`config.mk`:
```
export PLATFORM = sky130hd
export DESIGN_NAME = mdu_seq
export DESIGN_NICKNAME = d
export VERILOG_FILES = /design/src/rtl/mdu_seq.sv
export SDC_FILE = /design/constraint.sdc
export NUM_CORES = 1
export LEC_CHECK = 0
export BUFFER_PORTS_ARGS = -buffer_cell sky130_fd_sc_hd__buf_4
export CAP_MARGIN = 20
export CORE_MARGIN = 1
export CORE_UTILIZATION = 50
export CTS_CLUSTER_DIAMETER = 80
export DETAILED_ROUTE_END_ITERATION = 8
export PLACE_DENSITY = 0.64
export SKIP_LAST_GASP = 1
export SYNTH_ARGS = -nofsm -noshare
export SYNTH_HDL_FRONTEND = slang
export SYNTH_SLANG_ARGS = --single-unit
```
`constraint.sdc`:
```
create_clock -name clk -period 4.6 [get_ports clk]
set_input_delay 0.92 -clock clk [delete_from_list [all_inputs] [get_ports clk]]
set_output_delay 0.92 -clock clk [all_outputs]
set_load 0.05 [all_outputs]
```
`src/rtl/mdu_seq.sv`:
```
// mdu_seq: iterative RV32M multiply/divide unit with its own sequencer.
// Multiplies with a shift-add loop and divides with a restoring loop, one
// bit per cycle on operand magnitudes. A single FIX cycle then applies the
// sign correction and selects the result word. Divide-by-zero and signed
// overflow skip the loop and finish one cycle after the op is accepted.
module mdu_seq #(
   parameter int XLEN  = 32,
   parameter int CNT_W = 6
) (
   input  logic            clk,
   input  logic            rst,
   input  logic            start,
   input  logic [2:0]      mduop,
   input  logic [XLEN-1:0] opr_a,
   input  logic [XLEN-1:0] opr_b,
   input  logic            kill,
   output logic            stall,
   output logic            done,
   output logic [XLEN-1:0] res
);

   typedef enum logic [2:0] {
      S_IDLE = 3'd0,
      S_MUL  = 3'd1,
      S_DIV  = 3'd2,
      S_FIX  = 3'd3,
      S_DONE = 3'd4
   } state_e;

   localparam logic [2:0] OP_MUL    = 3'd0;
   localparam logic [2:0] OP_MULH   = 3'd1;
   localparam logic [2:0] OP_MULHSU = 3'd2;
   localparam logic [2:0] OP_MULHU  = 3'd3;
   localparam logic [2:0] OP_DIV    = 3'd4;
   localparam logic [2:0] OP_DIVU   = 3'd5;
   localparam logic [2:0] OP_REM    = 3'd6;
   localparam logic [2:0] OP_REMU   = 3'd7;

   localparam logic [CNT_W-1:0] CNT_LAST = CNT_W'(XLEN - 1);
   localparam logic [CNT_W-1:0] CNT_ONE  = {{(CNT_W-1){1'b0}}, 1'b1};
   localparam logic [XLEN-1:0]  INT_MIN  = {1'b1, {(XLEN-1){1'b0}}};

   // Two's-complement negation, wrapping modulo 2^XLEN.
   function automatic logic [XLEN-1:0] neg_w(input logic [XLEN-1:0] v);
      return ~v + {{(XLEN-1){1'b0}}, 1'b1};
   endfunction

   // Two's-complement negation of a double-width product.
   function automatic logic [2*XLEN-1:0] neg_dw(input logic [2*XLEN-1:0] v);
      return ~v + {{(2*XLEN-1){1'b0}}, 1'b1};
   endfunction

   state_e              state_q, state_d;
   logic [CNT_W-1:0]    cnt_q, cnt_d;
   logic [2:0]          op_q, op_d;
   logic [XLEN-1:0]     opa_q, opa_d;
   logic [XLEN-1:0]     opb_q, opb_d;
   logic                neg_a_q, neg_a_d;
   logic                neg_b_q, neg_b_d;
   logic [2*XLEN-1:0]   acc_q, acc_d;
   logic [XLEN:0]       rem_q, rem_d;
   logic [XLEN-1:0]     res_q, res_d;

   // Operand decode for the op presented in IDLE.
   logic                in_is_div, in_a_signed, in_b_signed;
   logic                in_neg_a, in_neg_b;
   logic [XLEN-1:0]     in_abs_a, in_abs_b;
   logic                in_div_zero, in_ovf, in_fast;
   logic [XLEN-1:0]     fast_res;

   assign in_is_div   = mduop[2];
   assign in_a_signed = (mduop == OP_MULH) || (mduop == OP_MULHSU) ||
                        (mduop == OP_DIV)  || (mduop == OP_REM);
   assign in_b_signed = (mduop == OP_MULH) || (mduop == OP_DIV) || (mduop == OP_REM);
   assign in_neg_a    = in_a_signed & opr_a[XLEN-1];
   assign in_neg_b    = in_b_signed & opr_b[XLEN-1];
   assign in_abs_a    = in_neg_a ? neg_w(opr_a) : opr_a;
   assign in_abs_b    = in_neg_b ? neg_w(opr_b) : opr_b;
   assign in_div_zero = in_is_div && (opr_b == {XLEN{1'b0}});
   // Only the signed forms (DIV, REM) have funct3 bit 0 clear.
   assign in_ovf      = in_is_div && !mduop[0] && (opr_a == INT_MIN) &&
                        (opr_b == {XLEN{1'b1}});
   assign in_fast     = in_div_zero || in_ovf;
   // funct3 bit 1 selects remainder over quotient for divides.
   assign fast_res    = in_div_zero ? (mduop[1] ? opr_a : {XLEN{1'b1}})
                                    : (mduop[1] ? {XLEN{1'b0}} : INT_MIN);

   // One multiply step: conditionally add the multiplicand into the high word.
   logic [XLEN:0]       mul_sum;
   assign mul_sum = {1'b0, acc_q[2*XLEN-1:XLEN]} +
                    (acc_q[0] ? {1'b0, opa_q} : {(XLEN+1){1'b0}});

   // One divide step: shift in the next dividend bit and trial-subtract.
   logic [XLEN+1:0]     div_shift, div_diff;
   logic                div_fits;
   assign div_shift = {rem_q, acc_q[XLEN-1]};
   assign div_diff  = div_shift - {2'b00, opb_q};
   assign div_fits  = !div_diff[XLEN+1];

   // Sign correction applied in FIX.
   logic [2*XLEN-1:0]   prod_fix;
   logic [XLEN-1:0]     quot_fix, rem_fix, fix_res;
   assign prod_fix = (neg_a_q ^ neg_b_q) ? neg_dw(acc_q) : acc_q;
   assign quot_fix = (neg_a_q ^ neg_b_q) ? neg_w(acc_q[XLEN-1:0]) : acc_q[XLEN-1:0];
   assign rem_fix  = neg_a_q ? neg_w(rem_q[XLEN-1:0]) : rem_q[XLEN-1:0];

   // Select the architectural result word for the latched op.
   always_comb begin
      fix_res = prod_fix[XLEN-1:0];
      case (op_q)
         OP_MUL:                       fix_res = prod_fix[XLEN-1:0];
         OP_MULH, OP_MULHSU, OP_MULHU: fix_res = prod_fix[2*XLEN-1:XLEN];
         OP_DIV, OP_DIVU:              fix_res = quot_fix;
         OP_REM, OP_REMU:              fix_res = rem_fix;
         default:                      fix_res = prod_fix[XLEN-1:0];
      endcase
   end

   // FSM state register.
   always_ff @(posedge clk) begin
      if (rst) begin
         state_q <= S_IDLE;
      end else begin
         state_q <= state_d;
      end
   end

   // FSM next-state logic; kill overrides every transition.
   always_comb begin
      state_d = state_q;
      if (kill) begin
         state_d = S_IDLE;
      end else begin
         case (state_q)
            S_IDLE: begin
               if (start) begin
                  if (in_fast) begin
                     state_d = S_DONE;
                  end else if (in_is_div) begin
                     state_d = S_DIV;
                  end else begin
                     state_d = S_MUL;
                  end
               end else begin
                  state_d = S_IDLE;
               end
            end
            S_MUL: begin
               if (cnt_q == CNT_LAST) begin
                  state_d = S_FIX;
               end else begin
                  state_d = S_MUL;
               end
            end
            S_DIV: begin
               if (cnt_q == CNT_LAST) begin
                  state_d = S_FIX;
               end else begin
                  state_d = S_DIV;
               end
            end
            S_FIX:   state_d = S_DONE;
            S_DONE:  state_d = S_IDLE;
            default: state_d = S_IDLE;
         endcase
      end
   end

   // FSM outputs: pipeline hold request and result-valid pulse.
   always_comb begin
      stall = 1'b0;
      done  = 1'b0;
      if (rst) begin
         stall = 1'b0;
      end else begin
         stall = ((state_q == S_IDLE) && start && !kill) ||
                 (state_q == S_MUL) || (state_q == S_DIV) || (state_q == S_FIX);
      end
      if (state_q == S_DONE) begin
         done = 1'b1;
      end else begin
         done = 1'b0;
      end
   end

   // Datapath next-state: operand capture, iteration steps and result write.
   always_comb begin
      cnt_d   = cnt_q;
      op_d    = op_q;
      opa_d   = opa_q;
      opb_d   = opb_q;
      neg_a_d = neg_a_q;
      neg_b_d = neg_b_q;
      acc_d   = acc_q;
      rem_d   = rem_q;
      res_d   = res_q;
      if (kill) begin
         cnt_d = {CNT_W{1'b0}};
      end else begin
         case (state_q)
            S_IDLE: begin
               if (start) begin
                  op_d    = mduop;
                  opa_d   = in_abs_a;
                  opb_d   = in_abs_b;
                  neg_a_d = in_neg_a;
                  neg_b_d = in_neg_b;
                  cnt_d   = {CNT_W{1'b0}};
                  rem_d   = {(XLEN+1){1'b0}};
                  // Low word holds the multiplier or the dividend being shifted out.
                  acc_d   = {{XLEN{1'b0}}, (in_is_div ? in_abs_a : in_abs_b)};
                  if (in_fast) begin
                     res_d = fast_res;
                  end else begin
                     res_d = res_q;
                  end
               end else begin
                  cnt_d = cnt_q;
               end
            end
            S_MUL: begin
               acc_d = {mul_sum, acc_q[XLEN-1:1]};
               cnt_d = cnt_q + CNT_ONE;
            end
            S_DIV: begin
               if (div_fits) begin
                  rem_d = div_diff[XLEN:0];
                  acc_d = {acc_q[2*XLEN-1:XLEN], acc_q[XLEN-2:0], 1'b1};
               end else begin
                  rem_d = div_shift[XLEN:0];
                  acc_d = {acc_q[2*XLEN-1:XLEN], acc_q[XLEN-2:0], 1'b0};
               end
               cnt_d = cnt_q + CNT_ONE;
            end
            S_FIX: begin
               res_d = fix_res;
               cnt_d = {CNT_W{1'b0}};
            end
            S_DONE: begin
               cnt_d = {CNT_W{1'b0}};
            end
            default: begin
               cnt_d = {CNT_W{1'b0}};
            end
         endcase
      end
   end

   // Datapath registers.
   always_ff @(posedge clk) begin
      if (rst) begin
         cnt_q   <= {CNT_W{1'b0}};
         op_q    <= 3'd0;
         opa_q   <= {XLEN{1'b0}};
         opb_q   <= {XLEN{1'b0}};
         neg_a_q <= 1'b0;
         neg_b_q <= 1'b0;
         acc_q   <= {(2*XLEN){1'b0}};
         rem_q   <= {(XLEN+1){1'b0}};
         res_q   <= {XLEN{1'b0}};
      end else begin
         cnt_q   <= cnt_d;
         op_q    <= op_d;
         opa_q   <= opa_d;
         opb_q   <= opb_d;
         neg_a_q <= neg_a_d;
         neg_b_q <= neg_b_d;
         acc_q   <= acc_d;
         rem_q   <= rem_d;
         res_q   <= res_d;
      end
   end

   assign res = res_q;

endmodule
```
== Yosys cells after proc, flatten, opt, wreduce, memory -nomap -nowiden ==
Index checks and enable logic that the tools add are counted.
Widths: inputs -> output; s select.
Word-level totals
  word-level logic and storage cells: 113
  output and inout port bits: 34
  register bits: 207
  bits of input ports: 71
Cells by class
  equality and inequality tests: 20
  add/subtract/negate cells: 8
  muxes and demuxes: 30
  bitwise operators: 10
  reductions and logical operators: 34
Operators with widths (count)
  $mux 32: 11
  $pmux 64 s3: 1
  $add 32x1->32 const B: 4
  $mux 64: 2
  $not 32->32: 4
  $pmux 32 s4: 1
  $mux 33: 2
  $pmux 33 s2: 1
  $add 64x1->64 const B: 1
  $eq 32x32->1 const B: 2
  $not 64->64: 1
  $pmux 32 s2: 1
  $sub 34x32->34: 1
  $add 32x32->33: 1
  $logic_not 32->1: 1
  $eq 3x3->1 const B: 7
  $eq 3x2->1 const B: 5
  $pmux 3 s4: 1
  $pmux 6 s2: 1
  $eq 3x1->1 const B: 3
  $logic_or 1x1->1: 9
  $reduce_and 3->1: 3
  $reduce_and 4->1: 2
  $reduce_or 2->1: 4
  16 further kinds: 33

== Logic depth before layout (Yosys ltp) ==
  word-level depth: 9
  depth in mapped cells: 14
  mapped depth without buffers: 13

== Worst setup path before layout ==
No wires, ideal clock.
  path kind: register -> register
  from: register acc_q[0]
  to: register acc_q[63]
  clock period less this slack: 3.549 ns
  setup slack: 1.051 ns
  required time: 4.478 ns
  cell stages (with the launch flop): 15
  arrival time: 3.427 ns
  buffers on the path: 3
  library setup time: 0.122 ns
  path through: dfxtp_1 clkbuf_1 clkbuf_1 and2_1 ha_1 clkbuf_1 a211oi_1 nor2_1 or4_1 o2111ai_1 or3b_2 o41a_1 a31oi_1 a211oi_1 a221o_1
On the way
  longest elaborated chain between the ends: 3
Ends and longest elaborated chain
  start, declared: line 60  | logic [2*XLEN-1:0] acc_q, acc_d;
  start signal, assigned: line 258  | acc_q <= {(2*XLEN){1'b0}};
  $mux 32: line 91  | (acc_q[0] ? {1'b0, opa_q} : {(XLEN+1){1'b0}});
  $add 32x32->33: line 90  | assign mul_sum = {1'b0, acc_q[2*XLEN-1:XLEN]} +
  $pmux 64 s3: line 200  | case (state_q)
Every way passes these cells.
A chain may end at the register's enable or synchronous reset.

== Worst setup path after layout ==
Same ends and word-level chain as after synthesis.

==> flow_summary.ini <==
[clock_network]
cts_tree = yes
post_cts_buffers = 0
clk_latency_ps = 560
cts_buffers = 27
cts_num_sinks = 207
htree_levels = 1
cts_hold_buf = 0
cts_resized = 0
clkTransAtPathRegs_ps = 60
clk_path_buf_depth = 3
root_buffer = clkbuf_16

[grt]
grt_max_degree = 80
grt_pass1_vias = 15095
antenna_found_initial = 2
grt_first_pass_wirelength_um = 91100
grt.total_usage_pct = 35.7
grt.overflow.total = 0

[floorplanning]
fp.dieH_um = 181
core_area_mm2 = 0.0316
ios = 105
placementRows = 65
fp.dieW_um = 181
start_util_pct = 50.8
dieArea_mm2 = 0.0329

[sta]
grt_setup_unrepaired = no
hold_violations = 0
timing.fmax_mhz = 240
setup_tns_ps = 0
fin_worst_skew_ps = 13.9
max_slew_margin_pct = 17.8
period_share_pct = 90.4
min_period_ps = 4160
tightestPinTransition_ps = 1230
setup_viol = 0
slew_violations = 0

[setup_path]
crit_type = register to register
worst-path-max-fanout = 21
critPathCaptureType = register
critPathLaunchType = register
r2r_start = acc_q[0]
max_stage_delay_ps = 720
path_buf_inv = 1
crit_family = compound AO/OA/AOI/OAI gates
worst_path_max_delay_cell = dfxtp_1
worstPathRequired_ps = 5030
cp_cell_sequence = buf_4, and2_1, ha_1, o21ai_0, nor2_1, o41ai_1, a21oi_1, or3b_2, o41a_1, a31oi_1, a211oi_1, a221o_1
startpoint = acc_q[0]
arrival_ps = 4590

[yosys]
avgSynthCellArea_um2 = 7.68
syn_nets = 2238
syn_inst = 2095
synth_top_area_share_pct = 25.8
syn-cell-area_mm2 = 0.0161
synth-seq-cells = 207
ys.flop_type = dfxtp_1
synth.largest_area_cell = dfxtp_1
synth.most_common_cell = nor2_1
synth_top_cells_by_area = dfxtp_1 26%, nor2_1 5.9%, xnor2_1 5.7%, xor2_1 5.6%, ha_1 5.4%
ys_types = 80
yosysWarnings = 0
synth_common_cells = 254 x nor2_1, 207 x dfxtp_1, 152 x nand2_1
synthArstFlopShare_pct = 0
synth_enable_flop_cells = 0
ys_seq_area_share_pct = 25.8

[detailed_routing]
drt_iter0_drc = 1819
avgRoutedWirePerCell_um = 23.6
drc = 0
vias = 16510
drt_first_pass_iters = 5
drt-vias-per-instance = 6.48
ant_nets = 0
drt-total-wl_um = 60000

[min_path]
worstHoldStart = opa_q[0]
hold_class = register to register

[job]
drv_cap = 0

[outcome]
status = complete, no violations

[cells_and_area]
final_nets = 2270
diodes = 0
drive_above_1_share_pct = 11.2
n_fill_cell = 3034
synthToLayoutAreaGrowth_pct = 12.7
stdcell_count = 2546

[placed_design]
dp.cells = 2499
gp_congestion = 0.989
place_hpwl_um = 45500
portBuffers = 104

[pwr]
vdd_drop_max_mv = 0.281
p_per_area_mw_per_mm2 = 291
p_leak_nw = 7.12
power_mw = 5.27
[cell families (layout without fill, tap and decap cells)]
group | count (synthesis) | in the layout | synth area share [%]
adders and majority gates | 72 | 72 | 5.69
AOI/OAI and AO/OA | 677 | 677 | 29.1
xor gates and xnor gates | 208 | 208 | 11.4
muxes | 44 | 44 | 2.75
and+or+nand+nor | 676 | 676 | 20.2
DFF | 207 | 207 | 25.8
buffers and inverters | 211 | 260 | 5.13
[flip-flops by register name, indices dropped and copies added, names as in the netlist]
| signal | count |
|---|---|
| res | 32 |
| op_q | 3 |
| acc_q | 64 |
| cnt_q | 6 |
| opa_q | 32 |
| neg_a_q | 1 |
| opb_q | 32 |
| rem_q | 33 |
| neg_b_q | 1 |
| state_q | 3 |
[worst reg2reg max path: stages (launching register included)]
cell and delay [ps]:
dfxtp_1 720, buf_4 320, and2_1 150, ha_1 290, o21ai_0 110, nor2_1 60, o41ai_1 600, a21oi_1 210
or3b_2 510, o41a_1 370, a31oi_1 290, a211oi_1 130, a221o_1 280
[stage by stage]
stage	utilization, %	cell area (um^2)	worst slack, ps	hold WS (ps)
5_1_grt	57.3	18100	277	475
3_5_place_dp	54.4	17200	530	454
2_1_floorplan	-	16100	1050	432
6_report	57.3	18100	442	463
4_1_cts	57.3	18100	531	462
3_3_place_gp	54.4	17200	654	442
[area by class of cell]
type | count | area, um^2 | area share, %
multi-input combinational | 1677 | 11200 | 61.8
tap | 402 | 503 | 2.77
clock buffer | 38 | 787 | 4.34
inverter | 67 | 251 | 1.39
sequential | 207 | 4140 | 22.9
clock inverter | 8 | 115 | 0.635
timing repair buffer | 147 | 1130 | 6.25
[path summary, 6_finish.rpt]
kind	end	slack, ps	cells after the start
min	opa_q[0]	460	2
max reg2reg	acc_q[63]	440	12
max	acc_q[63]	440	12
min reg2reg	opa_q[0]	460	2
[cell usage in the layout (no fill, tap or decap), types with 58 or more instances in the layout]
| cell type | netlist | routed |
|---|---|---|
| nor2_1 | 254 | 252 |
| dfxtp_1 | 207 | 207 |
| nand2_1 | 152 | 152 |
| buf_4 | 0 | 144 |
| a21oi_1 | 134 | 133 |
| o21ai_0 | 110 | 110 |
| a211oi_1 | 105 | 105 |
| xnor2_1 | 105 | 104 |
| xor2_1 | 102 | 101 |
| ha_1 | 70 | 70 |
| inv_1 | 67 | 67 |
| nor3_1 | 59 | 58 |
[layer usage]
metal  part of all wire, %  global-route usage (%)
met5                 0.023                       0
met1                    45                    51.6
met3                   8.7                    5.38
met4                   3.8                    12.4
met2                    43                    53.5
[where the power goes]
group / internal (mW) / leakage [nW] / total, mW / switching (mW)
Combinational: 0.401 / 4.99 / 1.11 / 0.709
Sequential: 1.87 / 1.69 / 1.96 / 0.0891
Clock: 1.34 / 0.450 / 2.20 / 0.858
No activity file was read; power rests on OpenSTA's default activity.
